[src/rtl/fetch_prefetch_unit.sv]
// fetch_prefetch_unit: flash prefetcher feeding the instruction register through a DEPTH-entry FIFO,
// flushed and redirected on branch.
module fetch_prefetch_unit #(
  parameter int ADDR_W = 10,
  parameter int DATA_W = 32,
  parameter int DEPTH = 4,
  parameter logic [ADDR_W-1:0] RESET_PC = '0
) (
  input  logic                    clk,
  input  logic                    rst,
  input  logic                    busy_fl,
  input  logic [DATA_W-1:0]       dout_flash,
  output logic                    ld_flash,
  output logic [ADDR_W-1:0]       flash_addr_PC,
  input  logic                    br_valid,
  input  logic [ADDR_W-1:0]       br_target,
  input  logic                    instr_ready,
  output logic                    instr_valid,
  output logic [DATA_W-1:0]       instr_out,
  output logic [ADDR_W-1:0]       instr_addr,
  output logic [$clog2(DEPTH):0]  level
);
  localparam int PW = $clog2(DEPTH);
  localparam logic [PW:0] FULL = (PW+1)'(DEPTH);
  localparam logic [1:0] IDLE = 2'd0, REQ = 2'd1, WAIT_HI = 2'd2, WAIT_LO = 2'd3;
  logic [1:0] state, state_nxt;
  logic [ADDR_W-1:0] fetch_pc;
  logic discard, pop, cap, push, start;
  logic [PW-1:0] rd_ptr, wr_ptr;
  logic [DATA_W-1:0] mem_d [DEPTH];
  logic [ADDR_W-1:0] mem_a [DEPTH];
  assign instr_valid = level != '0;
  assign instr_out = mem_d[rd_ptr];
  assign instr_addr = mem_a[rd_ptr];
  assign ld_flash = state == REQ;
  assign pop = instr_valid && instr_ready && !br_valid;
  assign cap = state == WAIT_LO && !busy_fl;
  assign push = cap && !discard && !br_valid;
  // only IDLE has nothing outstanding, so a free slot (or one freed this edge) is enough to fetch
  assign start = state == IDLE && !br_valid && !busy_fl && (level < FULL || pop);
  always_comb
    state_nxt = state == IDLE    ? (start ? REQ : IDLE) :
                state == REQ     ? WAIT_HI :
                state == WAIT_HI ? (busy_fl ? WAIT_LO : WAIT_HI) :
                                   (busy_fl ? WAIT_LO : IDLE);
  always_ff @(posedge clk or negedge rst)
    if (!rst) begin
      state <= IDLE;
      fetch_pc <= RESET_PC;
      flash_addr_PC <= RESET_PC;
      discard <= 1'b0;
      rd_ptr <= '0;
      wr_ptr <= '0;
      level <= '0;
      for (int i = 0; i < DEPTH; i++) begin
        mem_d[i] <= '0;
        mem_a[i] <= '0;
      end
    end else begin
      state <= state_nxt;
      if (start) flash_addr_PC <= fetch_pc;
      fetch_pc <= br_valid ? br_target : fetch_pc + ADDR_W'(push);
      // a redirect with a request in flight poisons its response
      discard <= !cap && (discard || (br_valid && state != IDLE));
      if (push) begin
        mem_d[wr_ptr] <= dout_flash;
        mem_a[wr_ptr] <= fetch_pc;
        wr_ptr <= wr_ptr + PW'(1);
      end
      rd_ptr <= br_valid ? wr_ptr : rd_ptr + PW'(pop);
      level <= br_valid ? '0 : level + (PW+1)'(push) - (PW+1)'(pop);
    end
  assert property (@(posedge clk) disable iff (!rst) !(push && level == FULL));
endmodule

[config.mk]
export PLATFORM = sky130hd
export DESIGN_NAME = fetch_prefetch_unit
export DESIGN_NICKNAME = d
export VERILOG_FILES = /design/src/rtl/fetch_prefetch_unit.sv
export SDC_FILE = /design/constraint.sdc
export NUM_CORES = 1
export LEC_CHECK = 0
export ABC_AREA = 0
export BUFFER_PORTS_ARGS = -buffer_cell sky130_fd_sc_hd__buf_2
export CORE_UTILIZATION = 25
export CTS_CLUSTER_SIZE = 40
export DETAILED_ROUTE_END_ITERATION = 10
export GPL_ROUTABILITY_DRIVEN = 0
export PLACE_DENSITY = 0.44
export SYNTH_ARGS = -nofsm -noshare
export SYNTH_HDL_FRONTEND = slang
export SYNTH_SLANG_ARGS = --single-unit
[constraint.sdc]
create_clock -name clk -period 2.66 [get_ports clk]
set_input_delay 0.532 -clock clk [delete_from_list [all_inputs] [get_ports clk]]
set_output_delay 0.532 -clock clk [all_outputs]
set_load 0.01 [all_outputs]
=== Word-level counts from Yosys, hierarchy flattened ===
Index checks and enable logic that the tools add are counted.

* Register bits after elaboration: 198
* Bits in latches: 0
* Memory bits (writable): 0
* Bits in read-only memories: 0
* Output and inout bits: 57
* Memories kept: 0

* $add $sub $neg: 5
* Multipliers: 0
* Div/mod/pow operators: 0
* Magnitude comparators: 4
* Equal/unequal tests: 3
* Shift operators: 0
* Mux-type cells: 21
* Bitwise logic cells: 2
* Reduce and logical (&&, ||, !) cells: 20

{| class="wikitable"
|+ Operator list
! cell !! number
|-
| $bwmux W128 || 1
|-
| $mux W32 || 3
|-
| $bmux W32 S2 || 1
|-
| $demux W32 S2 || 1
|-
| $bwmux W40 || 1
|-
| $mux W10 || 4
|-
| $bmux W10 S2 || 1
|-
| $demux W10 S2 || 1
|-
| $logic_and A1 B1 Y1 || 11
|-
| $add A10 B1 Y10 || 1
|-
| $mux W2 || 5
|-
| $ge A3 B3 Y1 const B || 2
|-
| $not A2 Y3 || 2
|-
| $eq A2 B2 Y1 const B || 2
|-
| $logic_not A1 Y1 || 4
|-
| $add A3 B1 Y3 || 1
|-
| $lt A3 B1 Y1 const B || 1
|-
| $lt A3 B3 Y1 const B || 1
|-
| $mux W3 || 1
|-
| $reduce_bool A3 Y1 || 1
|-
| $sub A3 B1 Y3 || 1
|-
| $add A2 B1 Y2 || 1
|-
| $add A2 B1 Y2 const B || 1
|-
| $eq A2 B1 Y1 const B || 1
|-
| other kinds (4) || 6
|}

=== Logic depth before layout (Yosys ltp) ===
Gate-level depths: netlist of the first run.

* Depth in word-level cells: 7
* Gate-level depth with buffers: 12
* Depth with buffers taken out: 11

=== Worst setup path after synthesis of the first run ===
Ideal clock, no wire load.

* Kind: in2reg
* Start point: input port br_valid
* End point: register level[2]
* Setup time: 0.131 ns
* Arrival time: 2.384 ns
* Required time: 2.529 ns
* Setup slack: 0.146 ns
* Stages on the path: 12
* Buffers on the path: 1
* Path through: inv_1 > buf_4 > and2_0 > inv_1 > ha_1 > inv_1 > ha_1 > inv_1 > fa_1 > xor2_1 > xnor2_1 > nor2_1

* Longest elaborated chain between the ends: 5
* Elaborated cells between the ends (all ways): 6
* Those cells by class: 2 x add/sub; 1 x mux; 3 x reduce/logical

{| class="wikitable"
|+ Ends and longest elaborated chain
! element !! line !! RTL
|-
| from (decl) || 15 || <nowiki>input logic br_valid,</nowiki>
|-
| $logic_not A1 Y1 || 38 || <nowiki>assign push = cap && !discard && !br_valid;</nowiki>
|-
| $logic_and A1 B1 Y1 || 38 ||
|-
| via push || 28 || <nowiki>logic discard, pop, cap, push, start;</nowiki>
|-
| $add A3 B1 Y3 || 71 || <nowiki>level <= br_valid ? '0 : level + (PW+1)'(push) - (PW+1)'(pop);</nowiki>
|-
| $sub A3 B1 Y3 || 71 ||
|-
| $mux W3 || 71 ||
|-
| to (signal assigned) || 71 ||
|-
| to (decl) || 21 || <nowiki>output logic [$clog2(DEPTH):0] level</nowiki>
|}

The timed path passes the listed nets, and every way through them passes these cells.
A chain may end at the register's enable or synchronous reset.

=== Worst setup path after layout of the first run ===
* Start point: register rd_ptr[0]
* End point: output port instr_out[31]

* Longest elaborated chain between the ends: 4

{| class="wikitable"
|+ Ends and longest elaborated chain
! element !! line !! RTL
|-
| from (decl) || 29 || <nowiki>logic [PW-1:0] rd_ptr, wr_ptr;</nowiki>
|-
| from (signal assigned) || 70 || <nowiki>rd_ptr <= br_valid ? wr_ptr : rd_ptr + PW'(pop);</nowiki>
|-
| $not A2 Y3 (not written as such) || 33 || <nowiki>assign instr_out = mem_d[rd_ptr];</nowiki>
|-
| $bmux W32 S2 || 33 ||
|-
| $mux W32 (not written as such) (2 in series) || 33 ||
|-
| to (decl) || 19 || <nowiki>output logic [DATA_W-1:0] instr_out,</nowiki>
|}

Every way passes these cells. The select of a mux whose other input is x is not followed.

==> impl_metrics.ini, run 1 <==
[floorplan]
core-area_mm2 = 0.0365
ios = 104
die_height_um = 195
initial_core_util_pct = 25.4
die_area_mm2 = 0.0379
die_width_um = 195
rows = 70

[layout]
diodes = 0
syn2layout_area_growth_pct = 19.0
fillers = 3588
final_nets = 715
drive_gt1_share_pct = 58.3

[placement]
io_buffers = 103
dp_hpwl_um = 14500

[route]
ant_nets = 0
wl_met1_um = 10300
firstDrtPassIters = 4
drc = 0
wirelength_um = 22200
route.met2.wl_um = 11100
dr_wl_met3_um = 787
vias_per_cell = 4.44
top_layer = met4
wl_per_cell_um = 19.5
vias = 5058
drt_first_iter_violations = 157

[sta]
slew_headroom_pct = 64.7
finClkSkew_ns = 0.0116
fmax_mhz = 411
period_minus_slack_ns = 2.43
rsz0062_at_grt = false
fin_crit_sh_pct = 91.4
fin_setup_tns_ns = 0
slew_violations = 0
hold_viol_final = 0
tightest_slew_ns = 0.530
setup_viol = 0
whs_ns = 0.0704

[worst_setup_path]
crit_path_end_kind = output port
critical_path.startpoint = rd_ptr[0]
path_class = reg -> out
ff2ff_path_depth = 10
cp_data_required_time_ns = 2.13
cp.arrival_ns = 1.90
reg2reg_slack_ns = 0.23
worstPathMaxFanout = 10
rr_startpoint = level[1]
start_kind = flip-flop

[yosys]
syn_area_mm2 = 0.00928
ys_ff_latch = 198
yosysUniqueCellTypes = 37
synth_edf_count = 0
syn_nets = 601
synth_area_per_cell_um2 = 17.1
synth_ff_type = dfrtp_1
synth_top_area_share_pct = 53.4
yosysWarnings = 0
synth_largest_area_cell = dfrtp_1
synthCells = 544
synth_most_common_cell = dfrtp_1
ys_seq_area_share_pct = 53.4
yosys-top-cells-count = dfrtp_1 (198), mux2_4 (121), mux2_2 (57), mux4_2 (42), buf_6 (17)
yosys-top-cells-area = dfrtp_1 (53%), mux2_4 (20%), mux4_2 (10%), mux2_2 (6.9%), buf_6 (2.1%)
async_reset_ff_share_pct = 100

[clock_tree]
htreeDepth = 4
postCtsHoldBufs = 0
cts_setup_buffers = 5
clock-sinks = 198
cts_made_buffers = 17
cts_tree = done
cts.clk_slew.worst_paths_ns = 0.08
insertion_delay_ns = 0.45
postCtsResizedCells = 0
clockBufferDepth = 2
cts-root-buf = clkbuf_16

[global_routing]
track_usage_pct = 12.5
overflow = 0
grt_max_degree = 58
grt_pass1_wl_um = 35900
grt_pass1_vias = 5910
antenna_found_initial = 0

[power_and_ir_drop]
leakage_nw = 5.62
power.density_mw_per_mm2 = 1010
peakVddDrop_mv = 0.404

[outcome]
outcome = finished clean

[worst_hold_path]
hold_path_class = in -> async

[job]
cap_viol_max_count = 0
metal layers:
metal  up-vias  global-route usage [%]
met1      2737                    16.3
met4         0                    3.35
li1       2220                       -
met3         4                    3.19
met2        97                    20.5
met5         -                       0
where the power goes:
group          total (mW)  internal [mW]  switching, mW  leakage (nW)
logic                3.86           2.38           1.48          2.70
registers            4.73           4.07          0.661          2.64
clock network        2.58           1.34           1.24         0.278
final timing paths:
| kind | to |
|---|---|
| setup / recovery | instr_out[31] |
| hold / removal | mem_d[37] |
| setup reg to reg | level[2] |
| hold reg to reg | mem_a[33] |
| max in group asynchronous | mem_d[122] |
| min in group clk | fetch_pc[3] |
cells by family after synthesis:
logic type	share of synthesized area, %
adder cells (fa/ha/maj)	1.43
XOR/XNOR	0.661
multiplexers	37.1
flip-flops	53.4
AO/OA/AOI/OAI	1.13
AND/OR/NAND/NOR	2.94
buffers and inverters	3.38
critical path, cell delays in order (launching register included):
cell and delay [ns]:
dfrtp_4 0.43, buf_12 0.15, buf_12 0.16, mux4_2 0.54, buf_2 0.17
flip-flops by register name, summed over array words and instances (netlist names):
| signal | count |
|---|---|
| state | 2 |
| level | 3 |
| flash_addr_PC | 10 |
| mem_a | 40 |
| mem_d | 128 |
| discard | 1 |
| wr_ptr | 2 |
| fetch_pc | 10 |
| rd_ptr | 2 |
final cells by class:
type                            count  area [µm²]  share of cell area [%]
Multi-Input combinational cell    300        4010                    36.3
Inverter                            9        33.8                   0.306
Timing Repair Buffer              132         880                    7.97
Clock inverter                     14         134                    1.21
Sequential cell                   198        4960                    44.9
Clock buffer                       18         439                    3.98
Tap cell                          468         586                    5.30
cells in the final DEF (no fill, tap or decap), drive strengths merged, types with 2 or more instances in the layout:
| cell type | instances |
|---|---|
| nand3 | 11 |
| buf | 131 |
| clkbuf | 19 |
| dfrtp | 198 |
| nor2 | 7 |
| inv | 16 |
| clkinvlp | 3 |
| or4 | 3 |
| o21ai | 7 |
| ha | 9 |
| mux4 | 42 |
| o211ai | 3 |
| xor2 | 3 |
| nor2b | 2 |
| mux2 | 181 |
| clkinv | 3 |
| xnor2 | 4 |
| nand2 | 12 |
| nand4 | 2 |
per-stage QoR:
stage | utilization [%] | instances | setup WS [ns] | cell area (µm²) | total power, mW
5_1_grt | 30.2 | 1139 | 0.0786 | 11000 | 11.9
3_3_place_gp | 28.5 | 1102 | 0.145 | 10400 | 8.39
6_report | 30.2 | 1139 | 0.229 | 11000 | 11.2
3_5_place_dp | 28.5 | 1102 | 0.126 | 10400 | 8.61
2_1_floorplan | - | 544 | 0.146 | 9280 | 7.25
4_1_cts | 30.2 | 1139 | 0.181 | 11000 | 11.4
Note: power is estimated with default switching activity, not from simulation.
==> run 2: changes to the inputs <==
Settings changed: ABC_AREA 0 to 1.
==> run 2 against run 1 <==
  * Die area up 0.72%
  * Synthesized cell count up 110%
  * Setup slack got worse by 0.096 ns
  * Critical endpoint is now instr_out[16]
  * Largest cell class unchanged
  * Highest routed layer is now met5
==> impl_metrics.ini, run 2 <==
[outcome]
outcome = finished clean

[global_routing]
antenna_found_initial = 1
grt_max_degree = 71
grt_pass1_wl_um = 47800
overflow = 0
track_usage_pct = 16.3
grt_pass1_vias = 7977

[yosys]
synth_edf_count = 0
synth_area_per_cell_um2 = 8.12
yosysWarnings = 0
synth_top_area_share_pct = 53.0
synth_most_common_cell = nand2_1
syn_nets = 1208
yosysUniqueCellTypes = 26
async_reset_ff_share_pct = 100
syn_area_mm2 = 0.00935
ys_seq_area_share_pct = 53.0
ys_ff_latch = 198
yosys-top-cells-area = dfrtp_1 (53%), nand2_1 (16%), nand3_1 (9.5%), o21ai_0 (5.5%), nor2_1 (3.9%)
synth_ff_type = dfrtp_1
yosys-top-cells-count = nand2_1 (388), dfrtp_1 (198), nand3_1 (178), o21ai_0 (103), nor2_1 (97)
synth_largest_area_cell = dfrtp_1
synthCells = 1151

[power_and_ir_drop]
leakage_nw = 5.71
sw_frac_of_total_pct = 41.2
power.density_mw_per_mm2 = 1100
p_sw_mw = 4.92
seqPwrFrac_pct = 38.6
internal-power_mw = 7.02
peakVddDrop_mv = 0.514
clock_power_share_pct = 22.7
comb_power_share_pct = 38.7

[sta]
tightest_slew_ns = 0.728
period_minus_slack_ns = 2.53
setup_viol = 0
fin_setup_tns_ns = 0
slew_headroom_pct = 51.3
hold_viol_final = 0
rsz0062_at_grt = false
finClkSkew_ns = 0.0102
fin_crit_sh_pct = 95.0
slew_violations = 0
fmax_mhz = 396

[layout]
final_nets = 1268
syn2layout_area_growth_pct = 16.3
reg_top3 = mem_d x128, mem_a x40
fin_util_pct = 29.6
diodes = 0
drive_gt1_share_pct = 15.0
top_register = mem_d
layout_common_cells = nand2_1 (386), dfrtp_1 (196), nand3_1 (178), o21ai_0 (103), buf_2 (102)
largest_reg_flops = 128
layout_commonest_cell = nand2_1

[floorplan]
die_area_mm2 = 0.0382
core-area_mm2 = 0.0367
die_height_um = 195
die_width_um = 195
ios = 104
initial_core_util_pct = 25.5
rows = 70

[worst_setup_path]
crit_path_end_kind = output port
worstPathMaxFanout = 42
path_class = reg -> out
cp.arrival_ns = 1.99
start_kind = flip-flop
cp_data_required_time_ns = 2.13

[job]
cap_viol_max_count = 0

[route]
vias_per_cell = 4.66
wirelength_um = 30000
drt_first_iter_violations = 510
firstDrtPassIters = 5
drc = 0
wl_per_cell_um = 17.8
vias = 7883
ant_nets = 0

[placement]
io_buffers = 103
dp_hpwl_um = 17600

[clock_tree]
cts.clk_slew.worst_paths_ns = 0.08
postCtsHoldBufs = 0
cts-root-buf = clkbuf_16
cts_made_buffers = 17
htreeDepth = 4
clockBufferDepth = 2
insertion_delay_ns = 0.45
clock-sinks = 198
cts_tree = done

[worst_hold_path]
hold_path_class = in -> async
run 2: routing by layer:
| metal | vias up | track usage (%) | part of all wire [%] |
|---|---|---|---|
| li1 | 3876 | - | - |
| met1 | 3860 | 23.6 | 51 |
| met2 | 130 | 24.9 | 45 |
| met3 | 15 | 3.23 | 4.1 |
| met4 | 2 | 3.18 | 0.64 |
| met5 | - | 0 | 0.037 |
run 2: cells by family (layout without fill, tap and decap cells):
group	after synthesis	count (layout)	share of synthesized area, %
buf+inv	121	194	7.15
xor+xnor	3	3	0.281
compound gates	150	150	8.62
simple gates	669	669	29.5
flops	198	198	53.0
fa+ha+maj	10	10	1.42
run 2: cell type report:
cell class / instances / area (µm²)
clock buffers: 17 / 425
clock inverters: 15 / 168
fillers: 3952 / 25800
inverters: 29 / 114
multi-input cells: 832 / 3750
flip-flops and latches: 198 / 4960
well taps: 468 / 586
repair buffers: 133 / 870
run 2: path summary, 6_finish.rpt:
| check | start | end | slack, ns | depth (start not counted) |
|---|---|---|---|---|
| max | rd_ptr[0] | instr_out[16] | 0.13 | 5 |
| min | rst | mem_d[36] | 0.12 | 1 |
| max reg2reg | level[1] | level[2] | 0.66 | 9 |
| min reg2reg | mem_d[87] | mem_d[87] | 0.47 | 2 |
| max in group asynchronous | rst | mem_a[1] | 1.82 | 2 |
| min in group clk | br_target[1] | fetch_pc[1] | 0.28 | 3 |
run 2: through the flow:
step                total power [mW]  setup WS (ns)  std cells  hold WS [ns]  cell area, µm²
global route                    12.9        0.00339       1692         0.153           10900
finish                          11.9          0.133       1692         0.118           10900
global placement                9.31          0.343       1660         0.448           10300
CTS                             12.1        0.00548       1692         0.137           10900
detailed placement              9.34          0.348       1660         0.453           10300
floorplan                       7.32          0.573       1151         0.236            9350
run 2: repair_timing:
action	in CTS	in global routing
setup buffers	0	0
gates cloned	0	0
resized for setup	1	4
setup endpoints to repair	9	7
run 2: worst max-delay path, cell delays in order, from the launching register on:
cell     delay [ns]
dfrtp_4        0.57
inv_4          0.19
buf_12         0.25
nor2_1         0.07
o22ai_1        0.26
buf_2          0.19
run 2: power by group through the flow:
stage | Combinational [mW] | Sequential, mW | Clock (mW)
floorplan | 2.83 | 4.49 | 0
global placement | 4.66 | 4.64 | 0
detailed placement | 4.69 | 4.65 | 0
CTS | 4.70 | 4.60 | 2.81
global route | 5.21 | 4.74 | 2.91
finish | 4.62 | 4.60 | 2.71
==> run 3: changes to the inputs <==
Settings changed: CORE_ASPECT_RATIO set to 0.5, RECOVER_POWER set to 50.
==> run 3 against run 2 <==
  * Non-clock buffer count down 3
  * Cell area shrank 1.1%
  * Setup slack gained 0.0021 ns
  * Flip-flop and latch count stayed put
  * Sequential power about the same
  * Clock skew up 0.0014 ns
  * Global-route usage decreased by 0.61 points
  * Hold slack improved by 0.16 ns
  * Wire length down 4.8%
  * Register-to-register slack is essentially flat
==> impl_metrics.ini, run 3 (synthesized netlist as in run 2, its figures left out) <==
[route]
drc = 0
vias_per_cell = 4.66
wirelength_um = 28600
wl_per_cell_um = 16.8
ant_nets = 0
vias = 7937
firstDrtPassIters = 6
drt_first_iter_violations = 473

[layout]
fillers = 3909
register_area_mm2 = 0.00496
reg_top3 = mem_d x128, mem_a x40
top_register = mem_d
postLayoutCellArea_mm2 = 0.0107
largest_reg_flops = 128
syn2layout_area_growth_pct = 15.0
drive_gt1_share_pct = 13.4
final_nets = 1265
layout_commonest_cell = nand2_1
layoutNonFillerInstCount = 1705
multi_input_area_mm2 = 0.00374
layout_common_cells = nand2_1 (387), dfrtp_1 (196), nand3_1 (178), o21ai_0 (103), nor2_1 (97)

[worst_setup_path]
max_stage_delay_ns = 0.44
start_kind = flip-flop
cp.arrival_ns = 1.99
crit_buf_inv = 3
cpMaxStageDelayCell = dfrtp_2
path_class = reg -> out
worstPathMaxFanout = 38
crit_chain = inv_2, buf_4, o21ai_0, o22ai_1, buf_2
critPathTopFamily = buffers and inverters
cp_data_required_time_ns = 2.13
crit_path_end_kind = output port

[floorplan]
initial_core_util_pct = 25.7
die_width_um = 275
die_height_um = 139
core-area_mm2 = 0.0364
rows = 49
ios = 104
die_area_mm2 = 0.0382

[clock_tree]
insertion_delay_ns = 0.45
postCtsResizedCells = 0
cts_made_buffers = 17
cts.clk_slew.worst_paths_ns = 0.07
htreeDepth = 4
clock-sinks = 198
clockBufferDepth = 2
cts_tree = done
cts_setup_buffers = 0
cts-root-buf = clkbuf_16
postCtsHoldBufs = 0

[global_routing]
grt_pass1_vias = 8090
track_usage_pct = 15.7
grt_pass1_wl_um = 46400
antenna_found_initial = 1
grt_max_degree = 86
overflow = 0

[sta]
period_minus_slack_ns = 2.52
tightest_slew_ns = 1.47
finClkSkew_ns = 0.0116
hold_viol_final = 0
slew_violations = 0
rsz0062_at_grt = false
fin_setup_tns_ns = 0
setup_viol = 0
slew_headroom_pct = 1.74
fin_crit_sh_pct = 94.9
fmax_mhz = 396

[job]
cap_viol_max_count = 0

[power_and_ir_drop]
peakVddDrop_mv = 0.518
p_sw_mw = 4.76
clock_power_share_pct = 22.8
internal-power_mw = 7.02
leakage_nw = 5.63
seqPwrFrac_pct = 39.1
comb_power_share_pct = 38.1
power.density_mw_per_mm2 = 1100
sw_frac_of_total_pct = 40.4

[placement]
dp_hpwl_um = 16900
io_buffers = 103
placedCellCount = 1673
dpl_cell_area_mm2 = 0.0102

[outcome]
outcome = finished clean

[worst_hold_path]
hold_path_class = in -> reg
-- run 3: through the flow --
| stage | hold slack (ns) | power (mW) | setup slack [ns] | utilization (%) |
|---|---|---|---|---|
| after floorplan | 0.236 | 7.32 | 0.573 | - |
| final | 0.280 | 11.8 | 0.136 | 29.6 |
| after detailed placement | 0.453 | 9.22 | 0.412 | 28.1 |
| after global placement | 0.448 | 9.17 | 0.400 | 28.1 |
| after global routing | 0.276 | 12.7 | 0.0215 | 29.6 |
| after CTS | 0.0628 | 12.0 | 0.127 | 29.7 |
-- run 3: worst reg2reg max path, stage by stage (launching register included) --
cell and delay [ns]:
dfrtp_1 0.43, nor2_1 0.19, a21oi_1 0.13, ha_1 0.28, inv_1 0.06, ha_1 0.14, inv_1 0.05, fa_1 0.37
o21ai_0 0.19, a21oi_1 0.06
-- run 3: area by class of cell --
| type | instances | area share, % |
|---|---|---|
| inverter | 29 | 1.04 |
| antenna | 1 | 0.0233 |
| tap | 484 | 5.63 |
| sequential | 198 | 46.1 |
| timing repair buffer | 130 | 6.97 |
| clock buffer | 19 | 4.03 |
| multi-input combinational | 832 | 34.8 |
| clock inverter | 12 | 1.43 |
-- run 3: routing by layer --
layer	GRT usage [%]	wire length [µm]	vias up
li1	-	-	3868
met1	22.3	14200	3890
met2	24.0	12900	149
met3	2.82	1010	30
met4	4.71	452	0
met5	0	0	-
-- run 3: worst paths after layout --
check / start / endpoint / slack, ns / cells past startpoint
worst min register to register: mem_a[29] / mem_a[29] / 0.47 / 2
max in group asynchronous: rst / mem_d[47] / 0.50 / 2
worst min-delay path: br_target[6] / fetch_pc[6] / 0.28 / 3
worst max register to register: level[1] / level[2] / 0.66 / 9
min in group asynchronous: rst / fetch_pc[6] / 0.44 / 1
worst max-delay path: rd_ptr[0] / instr_out[18] / 0.14 / 5
-- run 3: power groups by stage --
stage               registers [mW]  clock network [mW]  logic (mW)
floorplan                     4.49                   0        2.83
detailed placement            4.64                   0        4.59
global placement              4.62                   0        4.55
CTS                           4.60                2.77        4.60
finish                        4.60                2.68        4.49
global route                  4.74                2.90        5.02
